<file path="config.mk">
export PLATFORM = sky130hd
export DESIGN_NAME = mac_dot_pipe
export DESIGN_NICKNAME = d
export VERILOG_FILES = /design/src/rtl/mac_pkg.sv /design/src/rtl/mac_lane_mult.sv /design/src/rtl/mac_dot_pipe.sv
export SDC_FILE = /design/constraint.sdc
export NUM_CORES = 1
export LEC_CHECK = 0
export ABC_AREA = 1
export CAP_MARGIN = 0
export CORE_MARGIN = 1.5
export CORE_UTILIZATION = 30
export DETAILED_ROUTE_END_ITERATION = 10
export PLACE_DENSITY = 0.56
export RECOVER_POWER = 100
export SYNTH_ARGS = -nofsm -noshare
export SYNTH_HDL_FRONTEND = slang
export SYNTH_SLANG_ARGS = --single-unit
</file>
<file path="constraint.sdc">
create_clock -name clk -period 5.04 [get_ports clk]
set_clock_uncertainty 0.2 [all_clocks]
set_input_delay 0.504 -clock clk [delete_from_list [all_inputs] [get_ports clk]]
set_output_delay 0.504 -clock clk [all_outputs]
set_load 0.02 [all_outputs]
</file>
<file path="src/rtl/mac_pkg.sv">
// Shared defaults and helpers for the dot-product MAC pipeline.
package mac_pkg;

  localparam int BW_DEF      = 4;
  localparam int PSUM_BW_DEF = 16;
  localparam int LANES_DEF   = 4;

  // Ceiling log2 for sizing the adder-tree growth; clog2(1) = 0.
  function automatic int clog2(input int n);
    int r;
    r = 0;
    while ((1 << r) < n) r++;
    return r;
  endfunction

  // Clamp a wide signed sum into the signed psum_bw range.
  function automatic logic signed [63:0] sat_trunc(input logic signed [63:0] sum,
                                                   input int               psum_bw);
    logic signed [63:0] hi;
    logic signed [63:0] lo;
    hi = (64'sd1 <<< (psum_bw - 1)) - 64'sd1;
    lo = -(64'sd1 <<< (psum_bw - 1));
    if (sum > hi)      return hi;
    else if (sum < lo) return lo;
    return sum;
  endfunction

endpackage

</file>
<file path="src/rtl/mac_lane_mult.sv">
// One lane product: activation (signed or zero-extended) times signed weight.
module mac_lane_mult #(
  parameter int BW = 4
) (
  input  logic [BW-1:0]   i_a,
  input  logic [BW-1:0]   i_b,
  input  logic            i_act_unsigned,
  output logic [2*BW:0]   o_prod
);

  logic signed [BW:0]   w_a_ext;
  logic signed [BW-1:0] w_b;
  logic signed [2*BW:0] w_prod;

  // Activation gets one extra bit so unsigned values stay positive in a signed multiply.
  assign w_a_ext = i_act_unsigned ? $signed({1'b0, i_a}) : $signed({i_a[BW-1], i_a});
  assign w_b     = $signed(i_b);
  assign w_prod  = (2*BW+1)'(w_a_ext) * (2*BW+1)'(w_b);
  assign o_prod  = w_prod;

endmodule

</file>
<file path="src/rtl/mac_dot_pipe.sv">
// Two-stage LANES-wide dot product with addend, accumulation and saturation.
// Stage 1 registers lane products; stage 2 (the out register) sums and clamps.
module mac_dot_pipe
  import mac_pkg::*;
#(
  parameter int BW      = BW_DEF,
  parameter int PSUM_BW = PSUM_BW_DEF,
  parameter int LANES   = LANES_DEF,
  parameter int SAT_EN  = 1
) (
  input  logic                  clk,
  input  logic                  reset_n,
  input  logic                  in_valid,
  output logic                  in_ready,
  input  logic [LANES*BW-1:0]   a_vec,
  input  logic [LANES*BW-1:0]   b_vec,
  input  logic [PSUM_BW-1:0]    c_in,
  input  logic                  act_unsigned,
  input  logic                  acc_mode,
  input  logic                  clear,
  output logic                  out_valid,
  input  logic                  out_ready,
  output logic [PSUM_BW-1:0]    out,
  output logic                  sat_flag
);

  localparam int PW = 2*BW + 1;           // lane product width
  localparam int LG = clog2(LANES);
  localparam int TW = PW + LG;            // adder tree width
  localparam int EW = PSUM_BW + LG + 2;   // final sum width before clamp

  logic [LANES-1:0][PW-1:0]   w_prod;
  logic [LANES-1:0][PW-1:0]   r_prod;
  logic signed [PSUM_BW-1:0]  r_c;
  logic                       r_acc;
  logic signed [PSUM_BW-1:0]  r_out;
  logic                       r_sat;
  logic [2:1]                 r_vld_pipe;  // [1] stage-1 full, [2] result held

  logic                       w_s2_free;
  logic                       w_s2_adv;
  logic                       w_in_fire;
  logic signed [TW-1:0]       w_tree;
  logic signed [PSUM_BW-1:0]  w_addend;
  logic signed [EW-1:0]       w_sum;
  logic signed [63:0]         w_sum64;
  logic signed [63:0]         w_sat;
  logic [PSUM_BW-1:0]         w_res;
  logic                       w_flag;

  for (genvar g = 0; g < LANES; g++) begin : g_lane
    mac_lane_mult #(.BW(BW)) u_lane (
      .i_a            (a_vec[g*BW +: BW]),
      .i_b            (b_vec[g*BW +: BW]),
      .i_act_unsigned (act_unsigned),
      .o_prod         (w_prod[g])
    );
  end

  // Handshake: stage 2 drains when its result is taken; clear blocks intake.
  assign w_s2_free = !r_vld_pipe[2] || out_ready;
  assign w_s2_adv  = r_vld_pipe[1] && w_s2_free;
  assign in_ready  = !clear && (!r_vld_pipe[1] || w_s2_free);
  assign w_in_fire = in_valid && in_ready;

  // Sum the registered lane products, sign-extended to the tree width.
  always_comb begin
    w_tree = '0;
    for (int i = 0; i < LANES; i++) w_tree = w_tree + TW'($signed(r_prod[i]));
  end

  // Accumulation reads the out register as it stands when the item enters stage 2.
  assign w_addend = r_acc ? r_out : r_c;
  assign w_sum    = EW'(w_tree) + EW'(w_addend);
  assign w_sum64  = 64'(w_sum);
  assign w_sat    = sat_trunc(w_sum64, PSUM_BW);

  // Pick clamped or wrapped result; the flag only exists when clamping.
  always_comb begin
    if (SAT_EN != 0) begin
      w_res  = w_sat[PSUM_BW-1:0];
      w_flag = (w_sat != w_sum64);
    end else begin
      w_res  = w_sum[PSUM_BW-1:0];
      w_flag = 1'b0;
    end
  end

  // Pipeline registers; clear flushes both stages and zeroes the accumulator.
  always_ff @(posedge clk or negedge reset_n) begin
    if (!reset_n) begin
      r_vld_pipe <= '0;
      r_prod     <= '0;
      r_c        <= '0;
      r_acc      <= 1'b0;
      r_out      <= '0;
      r_sat      <= 1'b0;
    end else if (clear) begin
      r_vld_pipe <= '0;
      r_out      <= '0;
      r_sat      <= 1'b0;
    end else begin
      if (w_in_fire) begin
        r_vld_pipe[1] <= 1'b1;
        r_prod        <= w_prod;
        r_c           <= c_in;
        r_acc         <= acc_mode;
      end else if (w_s2_adv) begin
        r_vld_pipe[1] <= 1'b0;
      end
      if (w_s2_adv) begin
        r_vld_pipe[2] <= 1'b1;
        r_out         <= w_res;
        r_sat         <= w_flag;
      end else if (out_ready) begin
        r_vld_pipe[2] <= 1'b0;
      end
    end
  end

  assign out_valid = r_vld_pipe[2];
  assign out       = r_out;
  assign sat_flag  = r_sat;

endmodule

</file>
==> results_dict.tcl, run 1 <==
set metrics [dict create \
    report.final.hold_viol_count 0 \
    antenna_found_initial 0 \
    cp_slowest_cell "sky130_fd_sc_hd__fa_1" \
    report.final.setup_viol 0 \
    yosys.cell_types.count 31 \
    required_worst_endpoint_ns 5.12 \
    grt_first_pass_wirelength_mm 28.1 \
    finish.instance_area_sq_mm 0.00897 \
    core_area_sq_mm 0.0250 \
    setup-tns-final_ns 0 \
    timing.critical_path.depth 17 \
    syn-instance-count 951 \
    initial_cell_density_of_the_core 0.304 \
    synth_seq_area_share 0.236 \
    layout.cells.non_filler 1355 \
    cts.repair.resized 0 \
    grt-ovfl-total 0 \
    layout-drive-gt1-share 0.0546 \
    clock_sink_count 72 \
    ff2ff_path_depth 17 \
    fin_worst_hold_slack_ns 0.278 \
    fp.dieArea_sq_mm 0.0264 \
    violations "capacitance limit, slew limit" \
    cts_root_buffer "sky130_fd_sc_hd__clkbuf_16" \
    groute.usage.overall 0.132 \
    timing_worst_slew_pin_value_ns 3.91 \
    cts_buffer_depth 2 \
    placed_instance_area_sq_mm 0.00869 \
    drt_iter0_drc 199 \
    crit_path_cell_trace "fa_1, fa_1, inv_1, fa_1, inv_1, ha_1, nand2_1, inv_1, nand2_1, nand2_1, a21oi_1, nand2_1, nand2_1, nand2_1, a21oi_4, nand2_1, nand2_1" \
    top_level_ports 74 \
    clock_tree.htree_level_count 3 \
    avgRoutedWirePerCell_um 11.9 \
    critical-path-max-stage-delay_ns 0.64 \
    largest_net_degree_at_the_start_of_global_routing 73 \
    min_period_over_period 0.871 \
    final.min_clock_period_ns 4.39 \
    detail-route-antenna-nets 0 \
    synthesis.area_per_instance_sq_um 8.01 \
    grt_setup_unrepaired "no" \
    hold_class "flip-flop to flip-flop" \
    result_of_the_run "finished with violations" \
    timing.fmax_ghz 0.228 \
    numCtsBuffers 9 \
    synthTopCellsByArea "sky130_fd_sc_hd__dfrtp_1, sky130_fd_sc_hd__fa_1, sky130_fd_sc_hd__nand2_1" \
    vias_in_the_first_global_route 5903 \
    portBuffers 73 \
    timing_worst_setup_path_type "flip-flop to flip-flop" \
    synth-seq-cells 72 \
    cp_top_family "adder cells" \
    finalWirelength_mm 16.2 \
    worst_skew_pair.late_latency_ns 0.34 \
    worst-endpoint-arrival_ns 4.47 \
    detail_route.vias_per_cell 4.26 \
    crit_fanout 15 \
    gp_routability_congestion 0.859 \
    layout.nets 1226 \
    place_hpwl_mm 13.4 \
    cts_setup_buffers 0 \
    detailroute.via_count 5767 \
    die-height_um 162 \
    clk_pin_slew_worst_paths_ns 0.06 \
    synth_flop_cell "sky130_fd_sc_hd__dfrtp_1" \
    synth_enable_flop_cells 0 \
    synthesis.nets 1157 \
    drt_first_pass_iters 4 \
    postSynth.asyncResetShare 1.00 \
    final.fill_count 2648 \
    timing.hold.worst_path_depth 2 \
    worst_max_slew_margin_expressed_relative_to_the_limit -1.60 \
    critPathBufInv 3 \
    cap_violations 3 \
    total_number_of_yosys_warnings 0 \
    tritoncts "built" \
    remaining_drc_errors 0 \
    worst_path_most_repeated_cell "sky130_fd_sc_hd__nand2_1" \
    n_diodes 0 \
    setup.worst_path.start_class "flip-flop" \
    endpoint_kind "flip-flop" \
    place.detailed.instances 1339 \
    synthToLayoutAreaGrowth_pct 17.7 \
    rows 58 \
    die_w_um 162 \
    synthDominantAreaCellType "sky130_fd_sc_hd__dfrtp_1" \
    post-synth-top-area-fraction 0.236 \
    syn_area_sq_mm 0.00762 \
    hold_buffers 0 \
    final_max_slew_viol_count 168 \
]
[final cells by class]
cell class | instances | area, sq um | share of cell area
clock buffer | 11 | 253 | 0.0282
clock inverter | 5 | 40.0 | 0.00446
inverter | 217 | 815 | 0.0908
multi-input combinational | 644 | 4910 | 0.547
sequential | 72 | 1800 | 0.201
tap | 330 | 413 | 0.0460
timing repair buffer | 76 | 739 | 0.0825
[cells in the mapped netlist (4+ instances only)]
master / count
sky130_fd_sc_hd__a21oi_1: 21
sky130_fd_sc_hd__clkbuf_1: 13
sky130_fd_sc_hd__dfrtp_1: 72
sky130_fd_sc_hd__fa_1: 81
sky130_fd_sc_hd__ha_1: 70
sky130_fd_sc_hd__inv_1: 214
sky130_fd_sc_hd__mux2i_1: 13
sky130_fd_sc_hd__nand2_1: 273
sky130_fd_sc_hd__nand2_2: 15
sky130_fd_sc_hd__nand3_1: 25
sky130_fd_sc_hd__nand3_2: 4
sky130_fd_sc_hd__nor2_1: 33
sky130_fd_sc_hd__o21ai_0: 36
sky130_fd_sc_hd__o22ai_1: 4
sky130_fd_sc_hd__or2_2: 13
sky130_fd_sc_hd__xnor2_1: 13
sky130_fd_sc_hd__xor2_1: 24
[layout by cell type (no fill, tap or decap), drive strengths merged, types with 4 or more instances in the layout]
master	netlist	routed
a21oi	25	25
dlygate4sd3	0	25
or2	14	14
inv	216	217
clkbuf	13	14
mux2i	13	13
nor2	33	33
nand2	289	289
xor2	24	24
ha	70	70
o22ai	4	4
dfrtp	72	72
o21ai	36	36
fa	81	81
clkdlybuf4s50	0	47
nand3	29	29
xnor2	13	13
[metal layers]
metal	GRT usage	wire [um]
met2	0.228	7660
met4	0.0250	124
met3	0.0214	499
met5	0	0
met1	0.176	7880
[metrics by stage]
stage                     utilization  worst slack, ns
after floorplan                     -             1.12
after global placement          0.347            0.651
after detailed placement        0.347            0.578
after CTS                       0.359            0.705
after global routing            0.358            0.250
final                           0.358            0.650
[worst reg2reg max path: stages, from the launching register on]
cell and delay (ns):
sky130_fd_sc_hd__dfrtp_1 0.42, sky130_fd_sc_hd__fa_1 0.52, sky130_fd_sc_hd__fa_1 0.58, sky130_fd_sc_hd__inv_1 0.21, sky130_fd_sc_hd__fa_1 0.64, sky130_fd_sc_hd__inv_1 0.06
sky130_fd_sc_hd__ha_1 0.36, sky130_fd_sc_hd__nand2_1 0.15, sky130_fd_sc_hd__inv_1 0.05, sky130_fd_sc_hd__nand2_1 0.06, sky130_fd_sc_hd__nand2_1 0.05, sky130_fd_sc_hd__a21oi_1 0.20
sky130_fd_sc_hd__nand2_1 0.10, sky130_fd_sc_hd__nand2_1 0.07, sky130_fd_sc_hd__nand2_1 0.10, sky130_fd_sc_hd__a21oi_4 0.40, sky130_fd_sc_hd__nand2_1 0.11, sky130_fd_sc_hd__nand2_1 0.07
[cell families after synthesis]
family | synth area share
AO/OA/AOI/OAI | 0.0522
XOR/XNOR | 0.0425
adder cells (fa/ha/maj) | 0.328
buffers and inverters | 0.119
flip-flops | 0.236
multiplexers | 0.0171
AND/OR/NAND/NOR | 0.205
[registers in the layout, summed over array words and instances (netlist names)]
register,cells
r_vld_pipe,2
sat_flag,1
r_c,16
r_acc,1
r_prod,36
out,16
[path summary, 6_finish.rpt]
kind	startpoint	endpoint	slack (ns)
worst max-delay path	r_prod[17]$_DFFE_PN0P_	out[6]$_DFFE_PN0P_	0.65
min in group asynchronous	reset_n	r_c[3]$_DFFE_PN0P_	1.31
worst min-delay path	r_c[8]$_DFFE_PN0P_	r_c[8]$_DFFE_PN0P_	0.28
max in group asynchronous	reset_n	r_prod[8]$_DFFE_PN0P_	1.13
worst max register to register	r_prod[17]$_DFFE_PN0P_	out[6]$_DFFE_PN0P_	0.65
worst min register to register	r_c[8]$_DFFE_PN0P_	r_c[8]$_DFFE_PN0P_	0.28
Power of run 1 is left out: the tool's default activity adds up to more than one toggle a clock period on the data nets, which glitch-free logic cannot reach.
==> run 2: changes to the inputs <==
RECOVER_POWER = 25   (was 100)
SKIP_LAST_GASP = 1   (was unset)
==> results_dict.tcl, run 2 (same netlist as run 1, synthesis figures left out) <==
set metrics [dict create \
    final.min_clock_period_ns 4.30 \
    worst_max_slew_margin_expressed_relative_to_the_limit -1.61 \
    worstReg2RegEnd "out[6]$_DFFE_PN0P_" \
    detailroute.via_count 5761 \
    rows 58 \
    grt_setup_unrepaired "no" \
    clk_pin_slew_worst_paths_ns 0.06 \
    drt_first_pass_iters 6 \
    die_w_um 162 \
    top_level_ports 74 \
    timing.rr.start "r_prod[17]$_DFFE_PN0P_" \
    cts.repair.resized 0 \
    antenna_found_initial 0 \
    timing_worst_slew_pin_value_ns 3.91 \
    setup.worst_path.start_class "flip-flop" \
    critPathBufInv 3 \
    place_hpwl_mm 13.4 \
    cp_slowest_cell "sky130_fd_sc_hd__fa_1" \
    timing.hold.worst_path_depth 2 \
    ff2ff_path_depth 17 \
    fin_worst_hold_slack_ns 0.278 \
    worstSetupStartpoint "r_prod[17]$_DFFE_PN0P_" \
    most_frequent_cells_in_the_layout "sky130_fd_sc_hd__nand2_1, sky130_fd_sc_hd__inv_1, sky130_fd_sc_hd__fa_1" \
    cap_violations 1 \
    synthToLayoutAreaGrowth_pct 17.9 \
    n_diodes 0 \
    setup-tns-final_ns 0 \
    portBuffers 73 \
    largest_net_degree_at_the_start_of_global_routing 73 \
    clock_tree.htree_level_count 3 \
    die-height_um 162 \
    required_worst_endpoint_ns 5.12 \
    hold_buffers 0 \
    detail-route-antenna-nets 0 \
    report.final.setup_viol 0 \
    cts_setup_buffers 0 \
    worst_skew_pair.late_latency_ns 0.34 \
    critical-path-max-stage-delay_ns 0.64 \
    fin_util 0.359 \
    timing.fmax_ghz 0.233 \
    timing_worst_setup_path_type "flip-flop to flip-flop" \
    numCtsBuffers 9 \
    avgRoutedWirePerCell_um 11.9 \
    endpoint_kind "flip-flop" \
    vias_in_the_first_global_route 5903 \
    worst_path_most_repeated_cell "sky130_fd_sc_hd__nand2_1" \
    layout-drive-gt1-share 0.0595 \
    clock_sink_count 72 \
    final_max_slew_viol_count 73 \
    grt-ovfl-total 0 \
    layout_commonest_cell "sky130_fd_sc_hd__nand2_1" \
    violations "capacitance limit, slew limit" \
    gp_routability_congestion 0.859 \
    result_of_the_run "finished with violations" \
    largest_register_ff_count 36 \
    largest_register "r_prod" \
    grt_first_pass_wirelength_mm 28.1 \
    timing.critical_path.depth 17 \
    report.final.hold_viol_count 0 \
    drt_iter0_drc 197 \
    crit_end "out[6]$_DFFE_PN0P_" \
    crit_path_cell_trace "fa_1, fa_1, inv_1, fa_1, inv_1, ha_1, nand2_1, inv_1, nand2_1, nand2_1, a21oi_2, nand2_1, nand2_1, nand2_2, a21oi_4, nand2_1, nand2_1" \
    min_period_over_period 0.853 \
    worst-endpoint-arrival_ns 4.38 \
    finalWirelength_mm 16.2 \
    reg2reg_slack_ns 0.74 \
    cp_top_family "adder cells" \
    core_area_sq_mm 0.0250 \
    hold_class "flip-flop to flip-flop" \
    cts_buffer_depth 2 \
    final.fill_count 2643 \
    groute.usage.overall 0.132 \
    fp.dieArea_sq_mm 0.0264 \
    crit_fanout 15 \
    layout.nets 1226 \
    initial_cell_density_of_the_core 0.304 \
    cts_root_buffer "sky130_fd_sc_hd__clkbuf_16" \
    tritoncts "built" \
    detail_route.vias_per_cell 4.25 \
    remaining_drc_errors 0 \
]
[run 2: how the worst min path moves through the flow]
stage / start / to / slack, ns
floorplan: reset_n / out[0]$_DFFE_PN0P_ / 0.008
global placement: r_c[10]$_DFFE_PN0P_ / r_c[10]$_DFFE_PN0P_ / 0.26
detailed placement: r_c[10]$_DFFE_PN0P_ / r_c[10]$_DFFE_PN0P_ / 0.26
CTS: reset_n / r_c[3]$_DFFE_PN0P_ / 0.15
global route: r_c[13]$_DFFE_PN0P_ / r_c[13]$_DFFE_PN0P_ / 0.31
finish: r_c[8]$_DFFE_PN0P_ / r_c[8]$_DFFE_PN0P_ / 0.28
[run 2: area by class of cell]
class	instances	area, sq um	share of cell area
inverters	217	815	0.0907
clock inverters	5	40.0	0.00446
well taps	330	413	0.0460
flip-flops and latches	72	1800	0.201
repair buffers	76	747	0.0831
clock buffers	11	253	0.0281
multi-input cells	644	4910	0.547
[run 2: worst reg2reg max path, stage by stage, from the launching register on]
cell	delay [ns]
sky130_fd_sc_hd__dfrtp_1	0.42
sky130_fd_sc_hd__fa_1	0.52
sky130_fd_sc_hd__fa_1	0.58
sky130_fd_sc_hd__inv_1	0.21
sky130_fd_sc_hd__fa_1	0.64
sky130_fd_sc_hd__inv_1	0.06
sky130_fd_sc_hd__ha_1	0.36
sky130_fd_sc_hd__nand2_1	0.15
sky130_fd_sc_hd__inv_1	0.05
sky130_fd_sc_hd__nand2_1	0.06
sky130_fd_sc_hd__nand2_1	0.06
sky130_fd_sc_hd__a21oi_2	0.14
sky130_fd_sc_hd__nand2_1	0.08
sky130_fd_sc_hd__nand2_1	0.07
sky130_fd_sc_hd__nand2_2	0.07
sky130_fd_sc_hd__a21oi_4	0.38
sky130_fd_sc_hd__nand2_1	0.12
sky130_fd_sc_hd__nand2_1	0.07
[run 2: per-layer routing]
metal,part of all wire,GRT usage
met4,0.0074,0.0250
met3,0.033,0.0214
met2,0.47,0.228
met5,0,0
met1,0.49,0.176
[run 2: through the flow]
step	cells	area, sq um	setup slack (ns)
after floorplan	951	7620	1.12
after global placement	1339	8690	0.651
after detailed placement	1339	8690	0.578
after CTS	1355	8990	0.705
after global routing	1355	8980	0.250
final	1355	8980	0.741
Power of run 2 is left out for the same reason.
==> run 3: changes to the inputs <==
CTS_CLUSTER_DIAMETER = 80   (was unset)
==> results of run 3 <==
Final layout, timing and power as in run 2 (identical DEF).
Power of run 3 is left out for the same reason.
